## src/rtl/drop_scheduler.sv

```systemverilog
// Gravity scheduler: counts timer ticks and raises one-row drop requests over req/ack.
// Optional feature macro DROP_SCHED_SOFT_DROP_EN: when defined, soft_drop collapses the interval to one tick.
module drop_scheduler #(
  parameter int BASE_TICKS = 10,
  parameter int MIN_TICKS  = 1,
  parameter int LEVEL_W    = 4
) (
  input  logic               clk,
  input  logic               rst,
  input  logic [31:0]        tick_count,
  output logic               timer_clr,
  input  logic [LEVEL_W-1:0] level,
  input  logic               soft_drop,
  input  logic               pause,
  input  logic               piece_spawn,
  output logic               drop_req,
  input  logic               drop_ack,
  output logic               overrun
);

  typedef enum logic {
    ST_RUN = 1'b0,
    ST_REQ = 1'b1
  } state_e;

  state_e      state_q, state_d;
  logic [31:0] prev_tick_q, prev_tick_d;
  logic [7:0]  elapsed_q, elapsed_d;
  logic        drop_req_q, drop_req_d;
  logic        timer_clr_q, timer_clr_d;
  logic        overrun_q, overrun_d;

  logic        tick_s;
  logic        count_s;
  int          level_diff_s;
  logic [9:0]  level_interval_s;
  logic [9:0]  interval_s;
  logic        due_s;
  logic        late_s;

  // Only a +1 step of the timer is a tick; any other change (timer clear, jump) just resyncs.
  assign tick_s      = (tick_count == (prev_tick_q + 32'd1));
  assign count_s     = tick_s && !pause;
  assign prev_tick_d = tick_count;

  // Level-derived interval, computed signed so levels beyond BASE_TICKS clamp to the floor.
  always_comb begin
    level_diff_s = BASE_TICKS - int'({1'b0, level});
    if (level_diff_s > MIN_TICKS) begin
      level_interval_s = 10'(level_diff_s);
    end else begin
      level_interval_s = 10'(MIN_TICKS);
    end
  end

`ifdef DROP_SCHED_SOFT_DROP_EN
  assign interval_s = soft_drop ? 10'd1 : level_interval_s;
`else
  logic soft_drop_unused_s;
  assign soft_drop_unused_s = soft_drop;
  assign interval_s         = level_interval_s;
`endif

  assign due_s  = ({2'b00, elapsed_q} >= interval_s);
  assign late_s = ({3'b000, elapsed_q} >= {interval_s, 1'b0});

  // Next-state, elapsed counter and flag updates; piece_spawn overrides everything.
  always_comb begin
    state_d     = state_q;
    overrun_d   = overrun_q;
    timer_clr_d = 1'b0;
    if (count_s && (elapsed_q != 8'hFF)) begin
      elapsed_d = elapsed_q + 8'd1;
    end else begin
      elapsed_d = elapsed_q;
    end

    if (piece_spawn) begin
      state_d     = ST_RUN;
      elapsed_d   = 8'd0;
      overrun_d   = 1'b0;
      timer_clr_d = 1'b1;
    end else begin
      case (state_q)
        ST_RUN: begin
          if (!pause && due_s) begin
            state_d = ST_REQ;
          end else begin
            state_d = ST_RUN;
          end
        end
        ST_REQ: begin
          if (late_s) begin
            overrun_d = 1'b1;
          end else begin
            overrun_d = overrun_q;
          end
          if (drop_ack) begin
            state_d   = ST_RUN;
            elapsed_d = 8'd0;
          end else begin
            state_d = ST_REQ;
          end
        end
        default: begin
          state_d   = ST_RUN;
          elapsed_d = 8'd0;
        end
      endcase
    end

    drop_req_d = (state_d == ST_REQ);
  end

  // State and output registers.
  always_ff @(posedge clk or negedge rst) begin
    if (!rst) begin
      state_q     <= ST_RUN;
      prev_tick_q <= 32'd0;
      elapsed_q   <= 8'd0;
      drop_req_q  <= 1'b0;
      timer_clr_q <= 1'b0;
      overrun_q   <= 1'b0;
    end else begin
      state_q     <= state_d;
      prev_tick_q <= prev_tick_d;
      elapsed_q   <= elapsed_d;
      drop_req_q  <= drop_req_d;
      timer_clr_q <= timer_clr_d;
      overrun_q   <= overrun_d;
    end
  end

  assign drop_req  = drop_req_q;
  assign timer_clr = timer_clr_q;
  assign overrun   = overrun_q;

endmodule

```

## config.mk

```make
export PLATFORM = sky130hd
export DESIGN_NAME = drop_scheduler
export DESIGN_NICKNAME = d
export VERILOG_FILES = /design/src/rtl/drop_scheduler.sv
export SDC_FILE = /design/constraint.sdc
export NUM_CORES = 1
export LEC_CHECK = 0
export CAP_MARGIN = 20
export CORE_MARGIN = 2
export CORE_UTILIZATION = 55
export CTS_BUF_LIST = sky130_fd_sc_hd__clkbuf_16
export CTS_CLUSTER_DIAMETER = 30
export DETAILED_ROUTE_END_ITERATION = 16
export PLACE_DENSITY = 0.79
export SYNTH_ARGS = -nofsm -noshare
export SYNTH_HDL_FRONTEND = slang
export SYNTH_SLANG_ARGS = --single-unit
export TNS_END_PERCENT = 10
```

## constraint.sdc

```tcl
create_clock -name clk -period 3.4 [get_ports clk]
set_input_delay 0.51 -clock clk [delete_from_list [all_inputs] [get_ports clk]]
set_output_delay 0.51 -clock clk [all_outputs]
set_load 0.01 [all_outputs]
```

==> impl_metrics.ini <==
[critical_path]
cp-startpoint = prev_tick_q[2]$_DFF_PN0_
reg2regPathDepth = 9
rr_endpoint = elapsed_q[2]$_DFF_PN0_
critPathKind = reg -> reg
cp.required_ps = 3610
cp-start-kind = register
critPathArrivalTime_ps = 3450
cp_max_fo = 7
r2r-start = prev_tick_q[2]$_DFF_PN0_
critPathCaptureType = register
reg2reg_slack_ps = 160

[min_path]
hp-class = in -> async

[timing]
finalCriticalPeriod_ps = 3240
clock_skew_ps = 2.38
fmax_ghz = 0.309
rsz0062_at_grt = false
min_period_over_period_pct = 95.2
hold_slack_ps = 185
tns_ps = 0
slew_headroom_pct = 65.5
slew_violations = 0
fin_ws_ps = 163
setup_violations = 0
tightest_slew_ps = 512
hold_viol_final = 0

[yosys]
synth-edff-count = 0
synth_compound_area_share_pct = 12.4
synthArstFlopShare_pct = 100
synth.distinct_cells = 61
synth-simple-area-share_pct = 27.1
yosysSeqAreaShare_pct = 35.7
ys_ff_latch = 43
mappedNetlistArea_mm2 = 0.00302
synth_warnings = 0
synthCells = 313
synth-adder-area-share_pct = 7.47
synthFlopType = dfrtp_1
synth_top_family_by_area = simple AND/OR/NAND/NOR gates
syn_avg_cell_area_um2 = 9.64
synth_xor_area_share_pct = 12.2
synthMuxAreaShare_pct = 3.11

[pwr]
power_density_mw_per_mm2 = 349
power.total_mw = 1.32
ir_drop_uv = 289
p_leak_nw = 1.57

[floorplanning]
die_w_um = 78.1
die_h_um = 78.1
die-area_mm2 = 0.00609
initial_utilization_pct = 58.0
io_pins = 45
core_area_mm2 = 0.00520
rows = 26

[global_routing]
busiest_layer = met2
global_route.usage.met3_pct = 3.79
antenna_found_initial = 0
grt_pass1_wl_um = 11200
use_met1_pct = 30.1
grt_overflow_total = 0
grt_pass1_vias = 2457
track_usage_pct = 22.4
grt_max_degree = 44
use_met2_pct = 38.5

[placed_design]
place_ws_ps = -29.3
dp_hpwl_um = 4850
place.gp.congestion = 0.834
io_buffers = 43

[cts]
post-cts-setup-buffers = 0
cts_resized = 0
clk_latency_ps = 280
cts-htree-levels = 2
clock_sinks = 43
tritoncts = built
hold_buffers = 0
cts-root-buf = clkbuf_16
ctsLongestPathBuffers = 2
cts_buffers = 5
clk_pin_slew_ps = 60

[run]
maxCapViolCount = 0

[detailed_routing]
first_pass_iters = 4
wl_per_cell_um = 14.9
avgViaCountPerCell = 5.86
vias = 2598
routed_wl_um = 6590
drtIter0Drc = 161
drc = 0
ant_nets = 0

[finish]
nNetsFinal = 432
num-fill-cells = 399
antenna_cells = 0
area_growth_pct = 25.3
fin_util_pct = 72.6
drive_above_1_share_pct = 8.04

[outcome]
status = completed
-- Yosys cell counts, types with 5 or more instances --
cell	n	area [µm²]
dfrtp_1	43	1080
xnor2_1	23	201
xor2_1	19	166
ha_1	18	225
a21oi_1	16	80.1
nand3_1	16	80.1
and3_1	14	87.6
nor2_1	14	52.6
nor3_1	14	70.1
nand2_1	13	48.8
inv_1	11	41.3
nand4_1	9	56.3
nor4_1	9	56.3
a21o_1	7	52.6
nand2b_1	7	43.8
o21ai_0	7	35.0
mux2i_1	6	60.1
and4_1	5	43.8
o21a_1	5	37.5
-- flip-flops by register name, summed over array words and instances, names as in the netlist --
name and count:
drop_req 1, timer_clr 1, overrun 1, elapsed_q 8, prev_tick_q 32
-- cells in the final DEF (no fill, tap or decap), drive strengths merged, types with 2 or more instances in the layout --
cell type       n
clkdlybuf4s50  42
o22ai           2
o211ai          2
mux2            3
clkbuf          5
nor2           14
clkinv          2
or3             2
o21ai           8
a2111oi         2
inv            11
nor4           10
and3           14
nor2b           3
nor4b           2
nand2b          7
nand3          18
buf             7
nand2          14
dfrtp          43
nand4b          2
a31oi           2
and4            6
mux2i           6
nand4          11
a21oi          16
a211oi          3
o21a            5
xor2           19
a21o            7
xnor2          23
nor3           18
and4b           3
ha             18
conb            6
-- worst max path at each step --
stage / slack, ps / end
after global routing: 7 / overrun$_DFFE_PN0P_
after global placement: 90 / overrun$_DFFE_PN0P_
final: 160 / elapsed_q[2]$_DFF_PN0_
after CTS: 140 / elapsed_q[2]$_DFF_PN0_
after detailed placement: -30 / overrun$_DFFE_PN0P_
after floorplan: 440 / elapsed_q[2]$_DFF_PN0_
-- worst max-delay path, cell delays in order, from the launching register on --
cell	delay (ps)
dfrtp_1	470
nand4_2	240
or3_1	450
nor2_1	110
mux2_2	370
nor4_1	260
nand4_1	120
or4b_1	610
or4_1	450
o21ai_1	90
-- power by group --
part           internal (mW)  total (mW)  switching, mW
sequential             0.532       0.558         0.0262
combinational          0.118       0.230          0.112
clock                  0.342       0.531          0.189
-- cell type report --
cell class / instances / area, µm² / area share [%]
Sequential cell: 43 / 1080 / 28.5
Inverter: 11 / 41.3 / 1.09
Tap cell: 70 / 87.6 / 2.32
Clock inverter: 3 / 38.8 / 1.03
Timing Repair Buffer: 49 / 490 / 13.0
Clock buffer: 5 / 125 / 3.31
Multi-Input combinational cell: 262 / 1920 / 50.8
-- cell families after synthesis --
group | after synthesis
AND/OR/NAND/NOR | 130
AO/OA/AOI/OAI | 56
flip-flops | 43
XOR/XNOR | 42
adder cells (fa/ha/maj) | 18
buffers and inverters | 14
multiplexers | 9
other | 1
-- through the flow --
stage	std cells	cell area, µm²
2_1_floorplan	318	3040
3_3_place_gp	433	3570
3_5_place_dp	433	3570
4_1_cts	441	3730
5_1_grt	443	3780
6_report	443	3780
-- per-layer routing --
metal / share of wire (%) / vias up / wire, µm
li1: - / 1289 / -
met4: 0.99 / 0 / 65
met1: 47 / 1233 / 3080
met2: 48 / 67 / 3150
met5: 0 / - / 0
met3: 4.5 / 9 / 298
(Power assumes the default switching activity.)
